$ cat src/rtl/scale_agc_if.sv
// scale_agc_if: signal bundle between the AGC and its environment.
//   in_valid, in          : sample stream (same samples that feed scaler_down)
//   cfg_win_len           : window length minus 1, in valid samples
//   cfg_manual            : 1 = software-forced shift, 0 = automatic
//   cfg_manual_scale      : shift used in manual mode
//   scale, scale_upd      : shift to the scaler, one-cycle change pulse (auto mode)
//   peak_out              : peak magnitude of the last completed window
// Modports: slave = AGC side, master = environment side.
interface scale_agc_if #(
    parameter int IN_WIDTH    = 16,
    parameter int SCALE_WIDTH = 4,
    parameter int WIN_WIDTH   = 16
);
    logic                   in_valid;
    logic [IN_WIDTH-1:0]    in;
    logic [WIN_WIDTH-1:0]   cfg_win_len;
    logic                   cfg_manual;
    logic [SCALE_WIDTH-1:0] cfg_manual_scale;
    logic [SCALE_WIDTH-1:0] scale;
    logic                   scale_upd;
    logic [IN_WIDTH-2:0]    peak_out;

    modport slave (
        input  in_valid, in, cfg_win_len, cfg_manual, cfg_manual_scale,
        output scale, scale_upd, peak_out
    );

    modport master (
        output in_valid, in, cfg_win_len, cfg_manual, cfg_manual_scale,
        input  scale, scale_upd, peak_out
    );
endinterface

$ cat src/rtl/scale_agc.sv
// scale_agc: automatic gain control for the scaler_down bit-width reduction.
// Tracks the peak magnitude over a window of valid samples, then derives the
// right-shift that keeps the reduced output within OUT_WIDTH signed bits.
// Attack is immediate, release is one step per window. Manual mode forces
// the shift each cycle while measurement continues.
// Ports:
//   clk   : system clock, rising edge
//   reset : synchronous, active-high
//   bus   : scale_agc_if.slave (sample stream, config, scale/scale_upd/peak_out)
module scale_agc #(
    parameter int IN_WIDTH    = 16,
    parameter int OUT_WIDTH   = 4,
    parameter int SCALE_WIDTH = 4,
    parameter int WIN_WIDTH   = 16
) (
    input logic        clk,
    input logic        reset,
    scale_agc_if.slave bus
);

    localparam int unsigned SHIFT_FIELD = (2 ** SCALE_WIDTH) - 1;
    localparam int unsigned HEADROOM    = IN_WIDTH - OUT_WIDTH;
    localparam int unsigned MAX_SHIFT   = (SHIFT_FIELD < HEADROOM) ? SHIFT_FIELD : HEADROOM;
    localparam int unsigned MAG_W       = IN_WIDTH - 1;
    localparam int unsigned OUT_MAG_W   = OUT_WIDTH - 1;
    localparam logic [SCALE_WIDTH-1:0] MAX_SCALE = SCALE_WIDTH'(MAX_SHIFT);

    typedef enum logic [1:0] {MEASURE, DECIDE, APPLY} state_t;

    state_t                 state_q, state_d;
    logic [IN_WIDTH-2:0]    peak_q, peak_d;
    logic [WIN_WIDTH-1:0]   cnt_q, cnt_d;
    logic [WIN_WIDTH-1:0]   win_len_q, win_len_d;
    logic [SCALE_WIDTH-1:0] target_q, target_d;
    logic [SCALE_WIDTH-1:0] scale_q, scale_d;
    logic                   scale_upd_q, scale_upd_d;
    logic [IN_WIDTH-2:0]    peak_out_q, peak_out_d;

    logic [IN_WIDTH-2:0]    mag;
    logic [SCALE_WIDTH-1:0] target_calc;
    logic [SCALE_WIDTH-1:0] manual_scale;
    int unsigned            bl;
    int unsigned            shift;

    // One's complement magnitude: the most negative input maps to the
    // largest positive magnitude without needing an extra bit.
    always_comb begin
        mag = bus.in[IN_WIDTH-1] ? ~bus.in[IN_WIDTH-2:0] : bus.in[IN_WIDTH-2:0];
    end

    // Bit length of the window peak, converted to the clamped shift.
    always_comb begin
        bl = 0;
        for (int unsigned i = 0; i < MAG_W; i++) begin
            if (peak_q[i]) bl = i + 1;
        end
        shift = (bl > OUT_MAG_W) ? (bl - OUT_MAG_W) : 0;
        if (shift > MAX_SHIFT) shift = MAX_SHIFT;
        target_calc = shift[SCALE_WIDTH-1:0];
    end

    always_comb begin
        manual_scale = (bus.cfg_manual_scale > MAX_SCALE) ? MAX_SCALE : bus.cfg_manual_scale;
    end

    always_comb begin
        state_d     = state_q;
        peak_d      = peak_q;
        cnt_d       = cnt_q;
        win_len_d   = win_len_q;
        target_d    = target_q;
        scale_d     = scale_q;
        scale_upd_d = 1'b0;
        peak_out_d  = peak_out_q;

        case (state_q)
            MEASURE: begin
                if (bus.in_valid) begin
                    if (mag > peak_q) peak_d = mag;
                    if (cnt_q == win_len_q) begin
                        cnt_d   = '0;
                        state_d = DECIDE;
                    end else begin
                        cnt_d = cnt_q + 1'b1;
                    end
                end
            end
            DECIDE: begin
                target_d = target_calc;
                state_d  = APPLY;
            end
            APPLY: begin
                if (!bus.cfg_manual) begin
                    if (target_q > scale_q) begin
                        scale_d     = target_q;
                        scale_upd_d = 1'b1;
                    end else if (target_q < scale_q) begin
                        scale_d     = scale_q - 1'b1;
                        scale_upd_d = 1'b1;
                    end
                end
                peak_out_d = peak_q;
                peak_d     = '0;
                win_len_d  = bus.cfg_win_len;
                state_d    = MEASURE;
            end
            default: state_d = MEASURE;
        endcase

        // Manual override takes priority every cycle, including APPLY.
        if (bus.cfg_manual) scale_d = manual_scale;
    end

    always_ff @(posedge clk) begin
        if (reset) begin
            state_q     <= MEASURE;
            peak_q      <= '0;
            cnt_q       <= '0;
            win_len_q   <= bus.cfg_win_len;
            target_q    <= '0;
            scale_q     <= MAX_SCALE;
            scale_upd_q <= 1'b0;
            peak_out_q  <= '0;
        end else begin
            state_q     <= state_d;
            peak_q      <= peak_d;
            cnt_q       <= cnt_d;
            win_len_q   <= win_len_d;
            target_q    <= target_d;
            scale_q     <= scale_d;
            scale_upd_q <= scale_upd_d;
            peak_out_q  <= peak_out_d;
        end
    end

    assign bus.scale     = scale_q;
    assign bus.scale_upd = scale_upd_q;
    assign bus.peak_out  = peak_out_q;

endmodule

$ cat src/flat_wrapper.sv
// flat-port wrapper written by rule: the top's interface ports become plain ports
module scale_agc_flat 
#(
    parameter int IN_WIDTH    = 16,
    parameter int OUT_WIDTH   = 4,
    parameter int SCALE_WIDTH = 4,
    parameter int WIN_WIDTH   = 16
)
  (clk, reset, bus_in_valid, bus_in, bus_cfg_win_len, bus_cfg_manual, bus_cfg_manual_scale, bus_scale, bus_scale_upd, bus_peak_out);
  scale_agc_if #(.IN_WIDTH(IN_WIDTH), .SCALE_WIDTH(SCALE_WIDTH), .WIN_WIDTH(WIN_WIDTH)) bus_i ();
  input logic clk;
  input logic reset;
  input wire logic [$bits(bus_i.in_valid)-1:0] bus_in_valid;
  input wire logic [$bits(bus_i.in)-1:0] bus_in;
  input wire logic [$bits(bus_i.cfg_win_len)-1:0] bus_cfg_win_len;
  input wire logic [$bits(bus_i.cfg_manual)-1:0] bus_cfg_manual;
  input wire logic [$bits(bus_i.cfg_manual_scale)-1:0] bus_cfg_manual_scale;
  output wire logic [$bits(bus_i.scale)-1:0] bus_scale;
  output wire logic [$bits(bus_i.scale_upd)-1:0] bus_scale_upd;
  output wire logic [$bits(bus_i.peak_out)-1:0] bus_peak_out;
  assign bus_i.in_valid = bus_in_valid;
  assign bus_i.in = bus_in;
  assign bus_i.cfg_win_len = bus_cfg_win_len;
  assign bus_i.cfg_manual = bus_cfg_manual;
  assign bus_i.cfg_manual_scale = bus_cfg_manual_scale;
  assign bus_scale = bus_i.scale;
  assign bus_scale_upd = bus_i.scale_upd;
  assign bus_peak_out = bus_i.peak_out;
  scale_agc #(.IN_WIDTH(IN_WIDTH), .OUT_WIDTH(OUT_WIDTH), .SCALE_WIDTH(SCALE_WIDTH), .WIN_WIDTH(WIN_WIDTH)) u_core (.clk(clk), .reset(reset), .bus(bus_i));
endmodule
$ cat config.mk
export PLATFORM = sky130hd
export DESIGN_NAME = scale_agc_flat
export DESIGN_NICKNAME = d
export VERILOG_FILES = /design/src/rtl/scale_agc_if.sv /design/src/rtl/scale_agc.sv /design/src/flat_wrapper.sv
export SDC_FILE = /design/constraint.sdc
export NUM_CORES = 1
export LEC_CHECK = 0
export CAP_MARGIN = 20
export CORE_MARGIN = 2
export CORE_UTILIZATION = 48
export DETAILED_ROUTE_END_ITERATION = 10
export HOLD_SLACK_MARGIN = 0.02
export MAX_ROUTING_LAYER = met4
export PLACE_DENSITY = 0.87
export SETUP_SLACK_MARGIN = 0.5
export SLEW_MARGIN = 20
export SYNTH_ARGS = -nofsm -noshare
export SYNTH_HDL_FRONTEND = slang
export SYNTH_SLANG_ARGS = --single-unit
$ cat constraint.sdc
create_clock -name clk -period 2.7 [get_ports clk]
set_input_delay 0.54 -clock clk [delete_from_list [all_inputs] [get_ports clk]]
set_output_delay 0.54 -clock clk [all_outputs]
set_load 0.01 [all_outputs]
Yosys cells after proc, flatten, opt, wreduce, memory -nomap -nowiden
Cells that the tools add are included. Widths: inputs -> output; s select.

Input bits: 40. Register bits: 73.

Eq/ne operators: 6. Bitwise operators: 2. Mux-type cells: 34. Add/sub/neg operators: 3. Reductions and logical operators: 10. $lt $le $gt $ge: 6.

Operator list (count): $mux 4 (14); $mux 16 (3); $mux 15 (3); $gt 32x4->1 const B (1); $mux 32 (1); $pmux 15 s2 (1); $add 16x1->16 const B (1); $eq 16x16->1 (1); $gt 15x15->1 (1); $not 15->15 (1); $mux 3 (4); $mux 2 (4); $reduce_and 2->1 (3); $reduce_bool 2->1 (3); $sub 4x2->5 const B (1); $gt 4x2->1 const B (1); $gt 4x4->1 (1); $gt 4x4->1 const B (1); $lt 4x4->1 (1); $ne 2x1->1 const B (2); $pmux 2 s2 (1); $sub 4x1->4 const B (1); $mux 1 (3); $reduce_and 3->1 (1); 7 further kinds (7).

Depth between registers and ports, before layout
Gate-level depths: netlist of the first run.

Depth after elaboration: 19. Depth in mapped cells: 12. Depth with buffers taken out: 11.

Worst setup path after synthesis of the first run
No wires, ideal clock.

Path kind: input to register. From: input bus_in[15]. To: register u_core.peak_q[0]. Slack: -0.152 ns. Stages: 12. Setup time: 0.070 ns. Data arrival time: 2.781 ns. Path buffers: 3. Required time: 2.630 ns. Path through: clkbuf_1 buf_2 xnor2_1 inv_1 ha_1 a211oi_1 o21bai_1 a211oi_1 o22ai_2 a21oi_4 buf_6 o2bb2ai_1.

Word-level cells in the longest chain between the ends: 4. Elaborated cells on any way between the ends: 7.

RTL lines: start: declaration (RTL line flat_wrapper.sv:14) `input wire logic [$bits(bus_i.in)-1:0] bus_in;`; $mux 15 * (RTL line scale_agc.sv:48) `mag = bus.in[IN_WIDTH-1] ? ~bus.in[IN_WIDTH-2:0] : bus.in[IN_WIDTH-2:0];`; $gt 15x15->1 / $mux 15 (equally long branches) (RTL line scale_agc.sv:79) `if (mag > peak_q) peak_d = mag;`; $ne 2x1->1 (no source line) / $mux 15 (equally long branches); $reduce_and 3->1 (no source line) / $pmux 15 s2 (equally long branches); end signal: assignment (RTL line scale_agc.sv:126) `peak_q <= peak_d;`; end: declaration (RTL line scale_agc.sv:31) `logic [IN_WIDTH-2:0] peak_q, peak_d;`.

Mark *: on every way between the ends. The rest lies on a longest branch, timed or not. The select of a mux whose other input is x is not followed. A chain may end at the register's enable or synchronous reset.

Final worst setup path of the first run
From: input bus_in[15]. To: register u_core.peak_q[6].

The elaborated chain is that of the path after synthesis.

==> summary.txt, run 1 <==
Final WL: 11200 um
Hold WC Path Type: flop to flop
Total track usage: 25.8%
Wirelength per Cell: 18.5 um
Vert. Die Dim: 91.6 um
Fill count: 386
Final hold violation count: 0
Initial antenna violation count: 0
Finished Layout Cells: 604
Share of cells above drive strength 1: 30.1%
Via count: 3479
Port-buffer cells: 59
Detailed Place HPWL: 6230 um
Placer Congestion: 0.882
FF-to-FF path depth: 11
CP Launch Type: input pin
Critical R2R Launch: u_core.peak_q[11]$_SDFFE_PP0P_
Final nets: 562
IO Pins: 60
Setup Viol. Count Final: 0
Final Cycle Share: 90.3%
ANT cells: 0
Initial drt markers: 199
Critical Path RT: 2.99 ns
Measured slew at the worst slew-check pin: 0.689 ns
Bufs on Longest Clock Path: 2
CTS sink cnt: 73
Hold-fix buffers at CTS: 0
Gate Count Post-Synth: 398
End-of-flow core utilization: 76.7%
Commonest non-fill, non-tap cell in the layout: dfxtp_1
Critical hold path startpoint: u_core.bus.peak_out[11]$_SDFFE_PP0P_
Crit-path cells: buf_12, buf_12, xnor2_4, inv_2, ha_4, nand4_1, buf_4, o22ai_2, nor3_4, o22ai_4, buf_6, nand3b_4, buf_8, o2bb2ai_2
Seq/Total Area, Yosys: 44.0%
Maxcap violations: 0
R2R Setup Slk: 0.32 ns
Core area: 7330 um2
Drc violations: 0
Hold EP: u_core.bus.peak_out[11]$_SDFFE_PP0P_
TritonCTS Buffers: 9
Hold Path Stages: 2
Post-synth net total: 460
Final hold slack: 0.463 ns
R2R Path End: u_core.peak_q[6]$_SDFFE_PP0P_
Clock transition at path regs: 0.09 ns
Most frequent cells in the layout: 49 x dfxtp_1, 43 x clkdlybuf4s50_1, 41 x nand2_1, 39 x buf_4
Tmin final: 2.44 ns
Slowest cell on crit path: o22ai_2
Top delay family on crit path: buffers and inverters
P per Cell Area: 526 nW/um2
Distinct cells, synth: 51
Cell count after placement: 561
CTS tree: done
Synthesized cell area: 3680 um2
Vias in the first global route: 3447
First-pass iteration count of the detailed router: 5
CP arrival: 2.73 ns
Critical setup path kind: input pin to flop
Layout area overhead: 52.7%
Root Buffer: clkbuf_8
Grt total ovfl: 0
Post-detailed-route via-to-cell ratio: 5.76
Avg Inst Size Synth: 9.25 um2
Die Wd: 91.6 um
VDD IR max: 0.344 mV
Max Clock Skew: 0.0114 ns
Worst skew pair latency: 0.36 ns
Final Power: 0.00296 W
Crit path max fanout: 5
Row count: 31
FF+latch count, synth: 73
Final slew viol count: 0
First-pass GRT wire length: 16600 um
Worst Path Buf+Inv: 6
Endpoint class of the critical path: flop
Crit-path max cell delay: 0.28 ns
Fmax: 410 MHz
Pin count of the biggest net entering global routing: 28
Yosys warnings: 0
Result of the run: finished clean
Final ANT Viol Nets: 0
H-tree Lvls: 3
Initial Utilization: 50.2%
Leakage: 2.18 nW
Die area: 8390 um2
Relative slew slack: 53.7%
Most used cell along the critical path: buf_12
RSZ-0062 raised after global routing: true
-- flip-flops by register name, indices dropped and copies added, names as in the netlist --
signal,cells
u_core.state_q,2
u_core.bus.peak_out,15
u_core.cnt_q,16
u_core.bus.scale_upd,1
u_core.target_q,4
u_core.peak_q,15
u_core.win_len_q,16
u_core.bus.scale,4
-- worst reg2reg max path, delay by kind of cell, from the launching register on --
kind	cells	cell delay (ns)
simple gates	3	0.36
flops	1	0.46
compound gates	3	0.57
fa+ha+maj	1	0.31
buf+inv	4	0.63
-- report_power, final --
part,switching [W],internal [W],total [W],leakage (nW)
Sequential,0.0000694,0.00117,0.00123,0.623
Clock,0.000448,0.000434,0.000883,0.100
Combinational,0.000408,0.000434,0.000842,1.46
Total,0.000926,0.00203,0.00296,2.18
-- kinds of logic after synthesis --
logic type,synth area share (%)
and+or+nand+nor,17.2
buffers and inverters,5.84
xor gates and xnor gates,11.2
AOI/OAI and AO/OA,13.7
DFF,44.0
adders and majority gates,7.48
muxes,0.544
-- final cells by class --
type | instances | area (um2) | area share (%)
inverter | 37 | 139 | 2.47
tap | 99 | 124 | 2.20
multi-input combinational | 272 | 2460 | 43.8
sequential | 73 | 1640 | 29.1
timing repair buffer | 107 | 1060 | 18.9
clock inverter | 7 | 77.6 | 1.38
clock buffer | 9 | 124 | 2.20
-- cells in the mapped netlist, drive strengths merged --
library cell | instances | area, um2
o311ai | 1 | 8.76
a22oi | 1 | 7.51
mux2i | 2 | 20.0
a211oi | 5 | 37.5
nand2 | 41 | 154
o21ai | 10 | 50.0
a2bb2oi | 1 | 8.76
buf | 8 | 45.0
nand3 | 9 | 45.0
clkbuf | 8 | 31.3
a21oi | 24 | 131
o2bb2ai | 15 | 131
ha | 22 | 275
nor3 | 12 | 65.1
nor4 | 5 | 31.3
a41o | 1 | 10.0
and2 | 1 | 6.26
a21o | 1 | 7.51
nand2b | 6 | 37.5
nor2b | 3 | 18.8
or4 | 1 | 7.51
a211o | 1 | 8.76
o31ai | 2 | 15.0
nor3b | 3 | 27.5
inv | 37 | 139
dfxtp | 57 | 1140
edfxtp | 16 | 480
a41oi | 1 | 8.76
o22ai | 2 | 18.8
xor2 | 22 | 193
nor2 | 29 | 109
and4 | 2 | 17.5
o21bai | 1 | 7.51
a311oi | 1 | 8.76
o211ai | 1 | 7.51
a32o | 1 | 10.0
nand4 | 10 | 62.6
xnor2 | 25 | 219
and3 | 5 | 31.3
nand3b | 1 | 11.3
and4b | 1 | 10.0
a221oi | 3 | 26.3
-- metal layers --
metal	up-vias	GRT usage, %	wire (um)	part of all wire (%)
li1	1594	-	-	-
met1	1674	29.0	4170	37
met2	165	43.9	5890	53
met3	46	4.07	683	6.1
met4	0	14.0	425	3.8
met5	-	-	0	0
-- repair_timing --
| action | 4_1_cts | 5_1_grt |
|---|---|---|
| pin swaps | 27 | 22 |
| hold endpoints to repair | 0 | 0 |
| endpoints found under the setup margin | 16 | 32 |
| buffers inserted | 10 | 14 |
| resized for setup | 106 | 39 |
| cloned | 3 | 0 |
-- metrics by stage --
step	TNS (ns)	worst slack (ns)	area, um2
4_1_cts	0	0.469	5350
5_1_grt	0	0.209	5620
3_3_place_gp	-5.79	-0.389	4560
3_5_place_dp	-6.04	-0.413	4560
6_report	0	0.262	5620
2_1_floorplan	0	0.231	3780
-- worst max path at each step --
stage                from                              to  cells past startpoint
2_1_floorplan  bus_in[15]   u_core.peak_q[0]$_SDFFE_PP0P_                     11
3_3_place_gp   bus_in[15]   u_core.peak_q[3]$_SDFFE_PP0P_                     11
3_5_place_dp   bus_in[15]   u_core.peak_q[5]$_SDFFE_PP0P_                     11
4_1_cts        bus_in[15]  u_core.peak_q[10]$_SDFFE_PP0P_                     12
5_1_grt        bus_in[15]   u_core.peak_q[6]$_SDFFE_PP0P_                     14
6_report       bus_in[15]   u_core.peak_q[6]$_SDFFE_PP0P_                     14
No activity file was read; power rests on OpenSTA's default activity.
==> run 2, diff against run 1 <==
--- a/config.mk
+++ b/config.mk
@@ -5,14 +5,15 @@
 export SDC_FILE = /design/constraint.sdc
 export NUM_CORES = 1
 export LEC_CHECK = 0
-export CAP_MARGIN = 20
+export CAP_MARGIN = 40
 export CORE_MARGIN = 2
-export CORE_UTILIZATION = 48
+export CORE_UTILIZATION = 58
 export DETAILED_ROUTE_END_ITERATION = 10
 export HOLD_SLACK_MARGIN = 0.02
 export MAX_ROUTING_LAYER = met4
-export PLACE_DENSITY = 0.87
+export PLACE_DENSITY = 0.95
 export SETUP_SLACK_MARGIN = 0.5
+export SKIP_CTS_REPAIR_TIMING = 1
 export SLEW_MARGIN = 20
 export SYNTH_ARGS = -nofsm -noshare
 export SYNTH_HDL_FRONTEND = slang
==> constraint.sdc (replaced) <==
create_clock -name clk -period 3 [get_ports clk]
set_input_delay 0.6 -clock clk [delete_from_list [all_inputs] [get_ports clk]]
set_output_delay 0.6 -clock clk [all_outputs]
set_load 0.01 [all_outputs]
==> summary.txt, run 2 (synthesis results as in run 1) <==
Result of the run: finished clean (unchanged)
Die Wd: 83.7 um (was 91.6 um)
H-tree Lvls: 3 (unchanged)
Final nets: 536 (was 562)
Max Clock Skew: 0.0170 ns (was 0.0114 ns)
Final hold violation count: 0 (unchanged)
Initial drt markers: 356 (was 199)
CTS tree: done (unchanged)
Final Power: 0.00257 W (was 0.00296 W)
Sum Neg Setup Slack: 0 ns (unchanged)
Row count: 29 (was 31)
Layout area overhead: 37.6% (was 52.7%)
CP Launch Type: input pin (unchanged)
Vias in the first global route: 3160 (was 3447)
Initial antenna violation count: 0 (unchanged)
ANT cells: 0 (unchanged)
Drc violations: 0 (unchanged)
IO Pins: 60 (unchanged)
CP arrival: 2.86 ns (was 2.73 ns)
P per Cell Area: 508 nW/um2 (was 526 nW/um2)
Measured slew at the worst slew-check pin: 0.773 ns (was 0.689 ns)
Bufs on Longest Clock Path: 2 (unchanged)
Total track usage: 27.8% (was 25.8%)
Fill count: 337 (was 386)
Final Cycle Share: 86.9%
Hold WC Path Type: flop to flop (unchanged)
Final WL: 11200 um (about the same)
Core area: 6240 um2 (was 7330 um2)
Leakage: 2.05 nW (was 2.18 nW)
VDD IR max: 0.492 mV (was 0.344 mV)
Setup Viol. Count Final: 0 (unchanged)
Most frequent cells in the layout: 57 x dfxtp_1, 48 x clkdlybuf4s50_1, 41 x nand2_1, 34 x inv_1, 28 x nor2_1 (was 49 x dfxtp_1, 43 x clkdlybuf4s50_1, 41 x nand2_1, 39 x buf_4)
Clock transition at path regs: 0.08 ns (was 0.09 ns)
Share of cells above drive strength 1: 16.5% (was 30.1%)
Root Buffer: clkbuf_8 (unchanged)
Tmin final: 2.61 ns
Final slew viol count: 0 (unchanged)
CTS sink cnt: 73 (unchanged)
Fmax: 384 MHz
Commonest non-fill, non-tap cell in the layout: dfxtp_1 (unchanged)
Endpoint class of the critical path: flop (unchanged)
TritonCTS Buffers: 9 (unchanged)
Post-detailed-route via-to-cell ratio: 6.30 (was 5.76)
Maxcap violations: 0 (unchanged)
RSZ-0062 raised after global routing: true (unchanged)
Worst skew pair latency: 0.35 ns (was 0.36 ns)
First-pass GRT wire length: 15100 um (was 16600 um)
First-pass iteration count of the detailed router: 8 (was 5)
Port-buffer cells: 59 (unchanged)
Critical Path RT: 3.26 ns (was 2.99 ns)
Detailed Place HPWL: 6500 um (was 6230 um)
Grt total ovfl: 0 (unchanged)
Initial Utilization: 59.0% (was 50.2%)
Wirelength per Cell: 20.1 um (was 18.5 um)
Vert. Die Dim: 83.7 um (was 91.6 um)
Final ANT Viol Nets: 0 (unchanged)
Critical setup path kind: input pin to flop (unchanged)
Largest regs: u_core.cnt_q: 16 flops, u_core.win_len_q: 16 flops (unchanged)
Die area: 7000 um2 (was 8390 um2)
Via count: 3501 (was 3479)
Placer Congestion: 0.982 (was 0.882)
Relative slew slack: 48.0% (was 53.7%)
Crit path max fanout: 8 (was 5)
Pin count of the biggest net entering global routing: 28 (unchanged)
[run 2: cell count changes in the layout (fill, tap and decap cells not counted), moves of 8 or more]
cell	previous run	this run
dlymetal6s2s_1	0	10
clkdlybuf4s15_2	8	0
o2bb2ai_1	0	15
buf_4	39	16
o2bb2ai_2	10	0
dfxtp_1	49	57
[run 2: cell type report]
| type | instances | area [um2] | area share (%) |
|---|---|---|---|
| Tap cell | 77 | 96.3 | 1.90 |
| Clock inverter | 6 | 90.1 | 1.78 |
| Inverter | 37 | 139 | 2.74 |
| Multi-Input combinational cell | 273 | 2150 | 42.3 |
| Clock buffer | 10 | 128 | 2.52 |
| Timing Repair Buffer | 80 | 847 | 16.7 |
| Sequential cell | 73 | 1620 | 32.0 |
[run 2: routing by layer]
| layer | GRT usage, % | vias up | share of wire [%] |
|---|---|---|---|
| met2 | 47.4 | 252 | 51 |
| met1 | 31.8 | 1631 | 34 |
| li1 | - | 1550 | - |
| met3 | 5.74 | 68 | 8.6 |
| met4 | 12.0 | 0 | 5.7 |
| met5 | - | - | 0 |
[run 2: critical path, stage by stage]
cell       delay, ns
buf_4           0.13
buf_12          0.16
xnor2_1         0.21
inv_1           0.13
ha_4            0.29
nand4_1         0.09
buf_4           0.17
a211oi_2        0.24
nor3_2          0.08
o22ai_2         0.13
buf_6           0.16
nand3b_2        0.20
o2bb2ai_1       0.27
[run 2: where the power goes]
group          internal (W)  total [W]  switching, W
Clock              0.000472   0.000856      0.000385
Sequential          0.00105    0.00110     0.0000550
Combinational      0.000295   0.000615      0.000320
[run 2: worst paths after layout]
path                                              end  slack, ns                           startpoint  cells after the start
setup / recovery        u_core.peak_q[7]$_SDFFE_PP0P_       0.39                           bus_in[15]                     13
hold / removal    u_core.bus.peak_out[1]$_SDFFE_PP0P_       0.46  u_core.bus.peak_out[1]$_SDFFE_PP0P_                      2
setup reg to reg        u_core.peak_q[7]$_SDFFE_PP0P_       0.53        u_core.peak_q[9]$_SDFFE_PP0P_                     10
hold reg to reg   u_core.bus.peak_out[1]$_SDFFE_PP0P_       0.46  u_core.bus.peak_out[1]$_SDFFE_PP0P_                      2
[run 2: through the flow]
step           instance area (um2)  hold slack, ns  instances  utilization [%]  setup slack [ns]
2_1_floorplan                 3780           0.458        398                -             0.467
6_report                      5070           0.457        556             81.2             0.394
3_3_place_gp                  4500           0.444        532             72.0           -0.0273
5_1_grt                       5070           0.486        556             81.2             0.233
3_5_place_dp                  4500           0.446        532             72.0            -0.182
4_1_cts                       4710           0.457        548             75.5             0.174
==> run 3, diff against run 2 <==
--- a/config.mk
+++ b/config.mk
@@ -6,6 +6,7 @@
 export NUM_CORES = 1
 export LEC_CHECK = 0
 export CAP_MARGIN = 40
+export CORE_ASPECT_RATIO = 0.7
 export CORE_MARGIN = 2
 export CORE_UTILIZATION = 58
 export DETAILED_ROUTE_END_ITERATION = 10
==> summary.txt, run 3 (synthesis results as in run 1) <==
Relative slew slack: 43.6% (was 48.0%)
CTS tree: done (unchanged)
Measured slew at the worst slew-check pin: 0.839 ns (was 0.773 ns)
Initial antenna violation count: 0 (unchanged)
Grt total ovfl: 0 (unchanged)
Critical setup path kind: input pin to flop (unchanged)
Max Clock Skew: 0.0132 ns (was 0.0170 ns)
Row count: 24 (was 29)
Fmax: 370 MHz (was 384 MHz)
Total track usage: 28.2% (was 27.8%)
Final Power: 0.00250 W (was 0.00257 W)
Cell count after placement: 527 (was 532)
Initial drt markers: 400 (was 356)
Maxcap violations: 0 (unchanged)
Die Wd: 99.2 um (was 83.7 um)
Worst skew pair latency: 0.35 ns (about the same)
Critical Path RT: 3.26 ns (about the same)
Largest regs: u_core.cnt_q: 16 flops, u_core.win_len_q: 16 flops (unchanged)
CP arrival: 2.97 ns (was 2.86 ns)
Final Cycle Share: 90.0% (was 86.9%)
TritonCTS Buffers: 9 (unchanged)
Vert. Die Dim: 70.7 um (was 83.7 um)
Die area: 7010 um2 (was 7000 um2)
Setup Viol. Count Final: 0 (unchanged)
Fill count: 301 (was 337)
Bufs on Longest Clock Path: 2 (unchanged)
Final hold violation count: 0 (unchanged)
Port-buffer cells: 59 (unchanged)
Layout area overhead: 35.8% (was 37.6%)
Hold WC Path Type: flop to flop (unchanged)
Final ANT Viol Nets: 0 (unchanged)
Final WL: 11800 um (was 11200 um)
First-pass iteration count of the detailed router: 6 (was 8)
VDD IR max: 0.330 mV (was 0.492 mV)
Leakage: 2.03 nW (was 2.05 nW)
Most frequent cells in the layout: 56 x dfxtp_1, 47 x clkdlybuf4s50_1, 41 x nand2_1, 33 x inv_1, 29 x nor2_1 (was 57 x dfxtp_1, 48 x clkdlybuf4s50_1, 41 x nand2_1, 34 x inv_1, 28 x nor2_1)
Vias in the first global route: 3211 (was 3160)
Detailed Place HPWL: 6590 um (was 6500 um)
Post-detailed-route via-to-cell ratio: 6.39 (was 6.30)
Final slew viol count: 0 (unchanged)
Endpoint class of the critical path: flop (unchanged)
CP Launch Type: input pin (unchanged)
Wirelength per Cell: 21.3 um (was 20.1 um)
Max layer used: met4 (unchanged)
Drc violations: 0 (unchanged)
First-pass GRT wire length: 15000 um (was 15100 um)
Result of the run: finished clean (unchanged)
Pin count of the biggest net entering global routing: 28 (unchanged)
Final nets: 532 (was 536)
H-tree Lvls: 3 (unchanged)
Finished Layout Cells: 553 (was 556)
Via count: 3536 (was 3501)
Sum Neg Setup Slack: 0 ns (unchanged)
Initial Utilization: 59.5% (was 59.0%)
Commonest non-fill, non-tap cell in the layout: dfxtp_1 (unchanged)
Core area: 6190 um2 (was 6240 um2)
ANT cells: 0 (unchanged)
Wl on met1: 4470 um (was 3860 um)
Crit path max fanout: 7 (was 8)
Share of cells above drive strength 1: 16.2% (was 16.5%)
CTS sink cnt: 73 (unchanged)
Placer Congestion: 1.01 (was 0.982)
IO Pins: 60 (unchanged)
P per Cell Area: 501 nW/um2 (was 508 nW/um2)
Met3 WL: 1150 um (was 967 um)
Met2 wire length: 5530 um (was 5730 um)
Tmin final: 2.70 ns (was 2.61 ns)
RSZ-0062 raised after global routing: false (was true)
Root Buffer: clkbuf_8 (unchanged)
Clock transition at path regs: 0.07 ns (was 0.08 ns)
==> run 3: cell type report <==
class | count | area (um2) | share of cell area [%]
timing repair buffer | 76 | 807 | 16.1
inverter | 37 | 139 | 2.78
tap | 78 | 97.6 | 1.95
sequential | 73 | 1620 | 32.4
clock inverter | 1 | 7.51 | 0.150
multi-input combinational | 273 | 2130 | 42.6
clock buffer | 15 | 196 | 3.93
==> run 3: metal layers <==
metal  vias up  global-route usage (%)
met5         -                       -
met4         0                    12.6
met3        63                    7.02
met2       256                    44.7
met1      1686                    34.4
li1       1531                       -
==> run 3: worst paths after layout <==
| check | from | endpoint | slack, ns | depth (start not counted) |
|---|---|---|---|---|
| min | u_core.bus.peak_out[8]$_SDFFE_PP0P_ | u_core.bus.peak_out[8]$_SDFFE_PP0P_ | 0.46 | 2 |
| max reg2reg | u_core.peak_q[1]$_SDFFE_PP0P_ | u_core.target_q[2]$_SDFFE_PP0N_ | 0.47 | 9 |
| max | bus_in[15] | u_core.peak_q[10]$_SDFFE_PP0P_ | 0.30 | 12 |
| min reg2reg | u_core.bus.peak_out[8]$_SDFFE_PP0P_ | u_core.bus.peak_out[8]$_SDFFE_PP0P_ | 0.46 | 2 |
==> run 3: worst max-delay path: stages <==
cell and delay, ns:
buf_4 0.14, buf_12 0.16, xnor2_2 0.21, inv_1 0.08, ha_2 0.37, nand4_1 0.24
a211oi_2 0.35, nor3_2 0.08, o22ai_2 0.14, buf_6 0.16, nand3b_2 0.20, o2bb2ai_1 0.24
==> run 3: per-stage QoR <==
stage / worst slack, ns / instance area (um2) / hold slack, ns / utilization (%)
finish: 0.299 / 5000 / 0.461 / 80.9
global route: 0.264 / 5000 / 0.477 / 80.9
CTS: 0.143 / 4640 / 0.458 / 75.1
detailed placement: -0.196 / 4440 / 0.448 / 71.8
global placement: -0.0260 / 4440 / 0.444 / 71.8
floorplan: 0.467 / 3780 / 0.458 / -
==> run 3: where the power goes <==
group,switching [W],internal [W]
clock,0.000364,0.000415
sequential,0.0000574,0.00105
combinational,0.000332,0.000290
total,0.000754,0.00175
